<file path="config.mk">
export PLATFORM = sky130hd
export DESIGN_NAME = alu_sequencer_flat
export DESIGN_NICKNAME = d
export VERILOG_FILES = /design/src/rtl/alu_seq_pkg.sv /design/src/rtl/alu_sequencer_if.sv /design/src/rtl/seq_regfile.sv /design/src/rtl/alu_sequencer.sv /design/src/flat_wrapper.sv
export SDC_FILE = /design/constraint.sdc
export NUM_CORES = 1
export LEC_CHECK = 0
export CORE_MARGIN = 1
export CORE_UTILIZATION = 53
export CTS_BUF_LIST = sky130_fd_sc_hd__clkbuf_16
export DETAILED_ROUTE_END_ITERATION = 6
export PLACE_DENSITY = 0.87
export SLEW_MARGIN = 20
export SYNTH_ARGS = -nofsm -noshare
export SYNTH_HDL_FRONTEND = slang
export SYNTH_SLANG_ARGS = --single-unit
</file>
<file path="constraint.sdc">
create_clock -name clk -period 2.8 [get_ports clk]
set_input_delay 0.56 -clock clk [delete_from_list [all_inputs] [get_ports clk]]
set_output_delay 0.56 -clock clk [all_outputs]
set_load 0.02 [all_outputs]
</file>
<file path="src/rtl/alu_seq_pkg.sv">
// Shared opcode, state, error-code and instruction-layout definitions for the ALU sequencer.
package alu_seq_pkg;

   localparam int DATA_W  = 8;
   localparam int REG_N   = 4;
   localparam int INSTR_W = 14;

   localparam int OPC_HI = 13;
   localparam int OPC_LO = 10;
   localparam int RD_HI  = 9;
   localparam int RD_LO  = 8;
   localparam int RA_HI  = 7;
   localparam int RA_LO  = 6;
   localparam int RB_HI  = 5;
   localparam int RB_LO  = 4;
   localparam int IMM_HI = 7;
   localparam int IMM_LO = 0;

   localparam logic [3:0] OP_ADD   = 4'h0;
   localparam logic [3:0] OP_SUB   = 4'h1;
   localparam logic [3:0] OP_MUL   = 4'h2;
   localparam logic [3:0] OP_DIV   = 4'h3;
   localparam logic [3:0] OP_AND   = 4'h4;
   localparam logic [3:0] OP_OR    = 4'h5;
   localparam logic [3:0] OP_XOR   = 4'h6;
   localparam logic [3:0] OP_NOT   = 4'h7;
   localparam logic [3:0] OP_SHLB  = 4'h8;
   localparam logic [3:0] OP_SHRB  = 4'h9;
   localparam logic [3:0] OP_LOADI = 4'hF;

   localparam logic [1:0] ERR_NONE    = 2'b00;
   localparam logic [1:0] ERR_ILLEGAL = 2'b01;
   localparam logic [1:0] ERR_DIV0    = 2'b10;
   localparam logic [1:0] ERR_NOUPD   = 2'b11;

   typedef enum logic [1:0] {
      IDLE   = 2'd0,
      ISSUE  = 2'd1,
      RETIRE = 2'd2
   } state_t;

   // Field order mirrors the bit positions above; for LOADI, {ra, rb, rsvd} is imm8.
   typedef struct packed {
      logic [3:0] opc;
      logic [1:0] rd;
      logic [1:0] ra;
      logic [1:0] rb;
      logic [3:0] rsvd;
   } instr_t;

   function automatic logic is_alu_op(input logic [3:0] opc);
      return opc <= OP_SHRB;
   endfunction

endpackage

</file>
<file path="src/rtl/alu_sequencer_if.sv">
// Instruction handshake plus ALU operand/result bus; master is the sequencer side.
interface alu_sequencer_if;
   import alu_seq_pkg::*;

   logic               instr_valid;
   logic               instr_ready;
   logic [INSTR_W-1:0] instr;
   logic [DATA_W-1:0]  alu_a;
   logic [DATA_W-1:0]  alu_b;
   logic [3:0]         alu_sel;
   logic               alu_latch;
   logic [DATA_W-1:0]  alu_result;
   logic               alu_carry;
   logic               alu_update;

   modport master (
      input  instr_valid, instr, alu_result, alu_carry, alu_update,
      output instr_ready, alu_a, alu_b, alu_sel, alu_latch
   );

   modport slave (
      output instr_valid, instr, alu_result, alu_carry, alu_update,
      input  instr_ready, alu_a, alu_b, alu_sel, alu_latch
   );

endinterface

</file>
<file path="src/rtl/seq_regfile.sv">
// 4x8 register file: one synchronous write port, two combinational operand reads and a debug read.
// Reads return the value after any write completed at the same or an earlier edge.
module seq_regfile
   import alu_seq_pkg::*;
(
   input  logic              clk,
   input  logic              reset,
   input  logic              we,
   input  logic [1:0]        waddr,
   input  logic [DATA_W-1:0] wdata,
   input  logic [1:0]        ra_sel,
   input  logic [1:0]        rb_sel,
   input  logic [1:0]        dbg_sel,
   output logic [DATA_W-1:0] ra_data,
   output logic [DATA_W-1:0] rb_data,
   output logic [DATA_W-1:0] dbg_data
);

   logic [DATA_W-1:0] regs [REG_N];

   always_ff @(posedge clk) begin
      if (reset) begin
         for (int i = 0; i < REG_N; i++) begin
            regs[i] <= '0;
         end
      end else if (we) begin
         regs[waddr] <= wdata;
      end
   end

   assign ra_data  = regs[ra_sel];
   assign rb_data  = regs[rb_sel];
   assign dbg_data = regs[dbg_sel];

endmodule

</file>
<file path="src/rtl/alu_sequencer.sv">
// Sequences one instruction at a time onto the external ALU and writes results back to the regfile.
// ALU op: done at accept+SETTLE_CYCLES+1; LOADI/errors: done at accept+1; instr_ready only in IDLE (producer holds).
module alu_sequencer
   import alu_seq_pkg::*;
#(
   parameter int SETTLE_CYCLES = 1
) (
   input  logic              clk,
   input  logic              reset,
   alu_sequencer_if.master   bus,
   input  logic [1:0]        dbg_sel,
   output logic [DATA_W-1:0] dbg_data,
   output logic              carry_flag,
   output logic              done,
   output logic              err,
   output logic [1:0]        err_code
);

   localparam logic [3:0] SETTLE_INIT = 4'(SETTLE_CYCLES);

   instr_t            ins;
   logic [DATA_W-1:0] imm8;
   logic [DATA_W-1:0] ra_data;
   logic [DATA_W-1:0] rb_data;

   state_t            state;
   logic [3:0]        settle_cnt;
   logic [1:0]        rd_q;
   logic              ready_q;
   logic              latch_q;
   logic [DATA_W-1:0] a_q;
   logic [DATA_W-1:0] b_q;
   logic [3:0]        sel_q;

   logic              accept;
   logic              capture;
   logic              rf_we;
   logic [1:0]        rf_waddr;
   logic [DATA_W-1:0] rf_wdata;

   assign ins     = bus.instr;
   assign imm8    = {ins.ra, ins.rb, ins.rsvd};
   assign accept  = bus.instr_valid & ready_q;
   assign capture = (state == ISSUE) && (settle_cnt == 4'd1);

   // LOADI writes at the accept edge; ALU results write at the edge closing the last ISSUE cycle.
   always_comb begin
      rf_we    = 1'b0;
      rf_waddr = rd_q;
      rf_wdata = bus.alu_result;
      if (accept && ins.opc == OP_LOADI) begin
         rf_we    = 1'b1;
         rf_waddr = ins.rd;
         rf_wdata = imm8;
      end else if (capture && bus.alu_update) begin
         rf_we = 1'b1;
      end
   end

   seq_regfile u_regfile (
      .clk      (clk),
      .reset    (reset),
      .we       (rf_we),
      .waddr    (rf_waddr),
      .wdata    (rf_wdata),
      .ra_sel   (ins.ra),
      .rb_sel   (ins.rb),
      .dbg_sel  (dbg_sel),
      .ra_data  (ra_data),
      .rb_data  (rb_data),
      .dbg_data (dbg_data)
   );

   always_ff @(posedge clk) begin
      if (reset) begin
         state      <= IDLE;
         settle_cnt <= '0;
         rd_q       <= '0;
         ready_q    <= 1'b1;
         latch_q    <= 1'b0;
         a_q        <= '0;
         b_q        <= '0;
         sel_q      <= '0;
         carry_flag <= 1'b0;
         done       <= 1'b0;
         err        <= 1'b0;
         err_code   <= ERR_NONE;
      end else begin
         case (state)
            IDLE: begin
               if (accept) begin
                  ready_q <= 1'b0;
                  if (ins.opc == OP_LOADI) begin
                     state <= RETIRE;
                     done  <= 1'b1;
                  end else if (!is_alu_op(ins.opc)) begin
                     state    <= RETIRE;
                     done     <= 1'b1;
                     err      <= 1'b1;
                     err_code <= ERR_ILLEGAL;
                  end else if (ins.opc == OP_DIV && rb_data == '0) begin
                     state    <= RETIRE;
                     done     <= 1'b1;
                     err      <= 1'b1;
                     err_code <= ERR_DIV0;
                  end else begin
                     // Operands are frozen here, so rd aliasing ra/rb is harmless.
                     state      <= ISSUE;
                     latch_q    <= 1'b1;
                     a_q        <= ra_data;
                     b_q        <= rb_data;
                     sel_q      <= ins.opc;
                     rd_q       <= ins.rd;
                     settle_cnt <= SETTLE_INIT;
                  end
               end
            end
            ISSUE: begin
               if (capture) begin
                  state   <= RETIRE;
                  latch_q <= 1'b0;
                  done    <= 1'b1;
                  if (bus.alu_update) begin
                     carry_flag <= bus.alu_carry;
                  end else begin
                     err      <= 1'b1;
                     err_code <= ERR_NOUPD;
                  end
               end else begin
                  settle_cnt <= settle_cnt - 4'd1;
               end
            end
            RETIRE: begin
               state    <= IDLE;
               ready_q  <= 1'b1;
               done     <= 1'b0;
               err      <= 1'b0;
               err_code <= ERR_NONE;
            end
            default: begin
               state   <= IDLE;
               ready_q <= 1'b1;
               latch_q <= 1'b0;
            end
         endcase
      end
   end

   assign bus.instr_ready = ready_q;
   assign bus.alu_latch   = latch_q;
   assign bus.alu_a       = a_q;
   assign bus.alu_b       = b_q;
   assign bus.alu_sel     = sel_q;

endmodule

</file>
<file path="src/flat_wrapper.sv">
// flat-port wrapper written by rule: the top's interface ports become plain ports
module alu_sequencer_flat import alu_seq_pkg::*;
#(
   parameter int SETTLE_CYCLES = 1
)
  (clk, reset, dbg_sel, dbg_data, carry_flag, done, err, err_code, bus_instr_valid, bus_instr, bus_alu_result, bus_alu_carry, bus_alu_update, bus_instr_ready, bus_alu_a, bus_alu_b, bus_alu_sel, bus_alu_latch);
  alu_sequencer_if bus_i ();
  input  logic clk;
  input  logic reset;
  input  logic [1:0] dbg_sel;
  output logic [DATA_W-1:0] dbg_data;
  output logic carry_flag;
  output logic done;
  output logic err;
  output logic [1:0] err_code;
  input wire logic [$bits(bus_i.instr_valid)-1:0] bus_instr_valid;
  input wire logic [$bits(bus_i.instr)-1:0] bus_instr;
  input wire logic [$bits(bus_i.alu_result)-1:0] bus_alu_result;
  input wire logic [$bits(bus_i.alu_carry)-1:0] bus_alu_carry;
  input wire logic [$bits(bus_i.alu_update)-1:0] bus_alu_update;
  output wire logic [$bits(bus_i.instr_ready)-1:0] bus_instr_ready;
  output wire logic [$bits(bus_i.alu_a)-1:0] bus_alu_a;
  output wire logic [$bits(bus_i.alu_b)-1:0] bus_alu_b;
  output wire logic [$bits(bus_i.alu_sel)-1:0] bus_alu_sel;
  output wire logic [$bits(bus_i.alu_latch)-1:0] bus_alu_latch;
  assign bus_i.instr_valid = bus_instr_valid;
  assign bus_i.instr = bus_instr;
  assign bus_i.alu_result = bus_alu_result;
  assign bus_i.alu_carry = bus_alu_carry;
  assign bus_i.alu_update = bus_alu_update;
  assign bus_instr_ready = bus_i.instr_ready;
  assign bus_alu_a = bus_i.alu_a;
  assign bus_alu_b = bus_i.alu_b;
  assign bus_alu_sel = bus_i.alu_sel;
  assign bus_alu_latch = bus_i.alu_latch;
  alu_sequencer #(.SETTLE_CYCLES(SETTLE_CYCLES)) u_core (.clk(clk), .reset(reset), .bus(bus_i), .dbg_sel(dbg_sel), .dbg_data(dbg_data), .carry_flag(carry_flag), .done(done), .err(err), .err_code(err_code));
endmodule
</file>
==> flow_summary.ini <==
[synth]
synth-edff-count = 32
synthesis.area_sq_um = 3510
synth_top_family_by_area = multiplexers
synth.distinct_cells = 43
yosys.area_share.xor_xnor_pct = 0
synth_nets = 335
synth_mux_area_share_pct = 25.0
syn_avg_cell_area_sq_um = 11.7
synth_compound_area_share_pct = 7.21
synth_fa_ha_area_share_pct = 2.14
synth_flop_cell = dfxtp_1
synthCells = 300
ys_seq_elements = 67
async_flop_share_pct = 0
synth_warnings = 0
synthSimpleGateAreaFrac_pct = 15.1
yosysSeqAreaShare_pct = 47.4

[routing]
drtIter0Drc = 275
dr_wl_met2_mm = 4.71
dr.pass1.iters = 5
post-route-drc-count = 0
vias_per_cell = 6.21
top_layer = met4
met3_length_um = 812
vias = 2873
drtAntennaViolNets = 0
wl_per_cell_um = 20.0
finalWirelength_mm = 9.28
wl_met1_mm = 3.46

[die]
design.core.area_sq_um = 6390
start_util_pct = 54.9
die_x_um = 83.3
die_h_um = 83.3
io_pins = 64
rows = 29
die_area_sq_um = 6950

[sta]
finalSetupViolCount = 0
hold_violations = 0
period_needed_ns = 2.63
fin_skew_ns = 0.00870
rsz0062_at_grt = false
slew_viol_final = 0
fin_tns_setup_ns = 0
fin_crit_sh_pct = 94.0
fmax_mhz = 380
slew_headroom_pct = 54.4
worstMarginPinSlew_ns = 0.682

[power_and_ir_drop]
combPwrFrac_pct = 33.3
p_switching_w = 0.00120
power.share.clock_pct = 32.2
p_per_area_nw_per_um2 = 768
p_int_w = 0.00242
peakVddDrop_uv = 577
leakage_nw = 1.94
p_seq_share_pct = 34.6
switching_share_pct = 33.1

[clocking]
h-tree-depth = 3
clockBufferDepth = 2
cts_tree = done
cts_hold_buf = 0
clk_pin_slew_worst_paths_ns = 0.05
cts_root_buf = clkbuf_16
clock-sinks = 67
cts_buffers = 9
insertion_delay_ns = 0.34

[global_route]
grt_pass1_vias = 2817
gr-total-overflow = 0
grt_usage_pct = 27.0
grt_pass1_wl_mm = 14.2
antenna_found_initial = 0
grt_max_degree = 24

[min_path]
min_path_type = reg2reg

[finish]
finalNetCount = 416
drive_gt1_share_pct = 18.4
n_fill_cell = 409
num_antenna_cells = 0
area_growth_pct = 34.3
fin_util_pct = 73.7

[outcome]
status = completed

[job]
max_cap_violations = 0

[critical_path]
criticalPathCategory = in2out
setup.worst_path.start_class = primary input
path_max_fanout = 3
crit_arrival_ns = 2.07
cp_data_required_time_ns = 2.24
worstSetupEndpointType = output pin

[place]
gp_congestion = 0.874
dp_hpwl_mm = 6.23
portBuffers = 63
[sequential cells by signal, summed over array words and instances (netlist names), 2 cells and up]
signal / cells
u_core.bus.alu_a: 8
u_core.bus.alu_b: 8
u_core.bus.alu_sel: 4
u_core.err_code: 2
u_core.rd_q: 2
u_core.settle_cnt: 4
u_core.state: 2
u_core.u_regfile.regs: 32
[area by class of cell]
class | instances | area (sq um) | area share, %
Multi-Input combinational cell | 209 | 1760 | 37.5
Sequential cell | 67 | 1660 | 35.3
Timing Repair Buffer | 86 | 851 | 18.1
Inverter | 8 | 30.0 | 0.638
Tap cell | 77 | 96.3 | 2.05
Clock inverter | 7 | 81.3 | 1.73
Clock buffer | 9 | 225 | 4.78
[critical path: stages]
cell	delay, ns
clkdlybuf4s50_1	0.48
buf_4	0.15
mux4_2	0.54
dlygate4sd2_1	0.35
[through the flow]
stage          area, sq um  hold slack [ns]  power [W]  std cells  setup WS [ns]
3_3_place_gp          4320            0.446    0.00235        442         -0.207
2_1_floorplan         3510            0.457    0.00199        300          0.352
3_5_place_dp          4320            0.449    0.00240        442         -0.285
4_1_cts               4620            0.457    0.00355        458         0.0522
5_1_grt               4710            0.486    0.00376        463          0.111
6_report              4710            0.454    0.00362        463          0.168
[metal layers]
layer	up-vias	global-route usage, %
li1	1279	-
met1	1391	33.4
met2	171	45.1
met3	32	6.66
met4	0	11.9
met5	-	0
[path summary, 6_finish.rpt]
check / cells past startpoint / end / startpoint / slack [ns]
worst max-delay path: 4 / dbg_data[6] / dbg_sel[0] / 0.17
worst min-delay path: 2 / u_core.carry_flag$_SDFFE_PP0P_ / u_core.carry_flag$_SDFFE_PP0P_ / 0.45
worst max register to register: 7 / u_core.u_regfile.regs[0][0]$_SDFFCE_PN0P_ / u_core.settle_cnt[0]$_SDFFE_PP0P_ / 0.47
worst min register to register: 2 / u_core.carry_flag$_SDFFE_PP0P_ / u_core.carry_flag$_SDFFE_PP0P_ / 0.45
[timing repair]
item | 4_1_cts | 5_1_grt
cloned | 0 | 1
buffers inserted | 0 | 4
endpoints found under the setup margin | 8 | 16
resized for setup | 8 | 12
pin swaps | 0 | 4
[synth_stat cells, drive strengths merged, types with 2 or more instances]
cell type	n	share of area (%)
nor4	2	0.96
nor2	67	7.2
and2	2	0.36
nand3	4	0.71
nor3b	4	0.86
o22ai	2	0.36
mux4	24	16
mux2i	32	9.1
nor3	7	1.1
ha	6	2.1
a31oi	4	1.1
or3	4	0.71
dfxtp	35	20
nor2b	2	0.36
edfxtp	32	27
a21oi	9	1.4
buf	7	1.4
nand2b	4	0.71
nand2	14	1.5
o21ai	6	0.86
inv	8	0.86
a211oi	6	1.8
clkbuf	9	0.96
[cells in the final DEF (no fill, tap or decap), drive strengths merged, types with 10 or more instances in the layout]
| cell | Yosys | routed |
|---|---|---|
| clkbuf | 9 | 10 |
| buf | 7 | 22 |
| edfxtp | 32 | 32 |
| nor2 | 67 | 67 |
| nand2 | 14 | 14 |
| clkdlybuf4s50 | 0 | 54 |
| dfxtp | 35 | 35 |
| mux4 | 24 | 24 |
| mux2i | 32 | 32 |
| inv | 8 | 12 |
[cells by family (layout without fill, tap and decap cells)]
family / Yosys count / in the layout
AO/OA/AOI/OAI: 34 / 34
adder cells (fa/ha/maj): 6 / 6
buffers and inverters: 24 / 110
flip-flops: 67 / 67
multiplexers: 56 / 56
AND/OR/NAND/NOR: 113 / 113
[power groups by stage]
stage / Clock (W) / Sequential (W) / Combinational, W
2_1_floorplan: 0 / 0.00133 / 0.000664
3_3_place_gp: 0 / 0.00126 / 0.00110
3_5_place_dp: 0 / 0.00127 / 0.00114
4_1_cts: 0.00116 / 0.00125 / 0.00114
5_1_grt: 0.00121 / 0.00127 / 0.00128
6_report: 0.00116 / 0.00125 / 0.00120
Power figures use the tool's default switching activity.
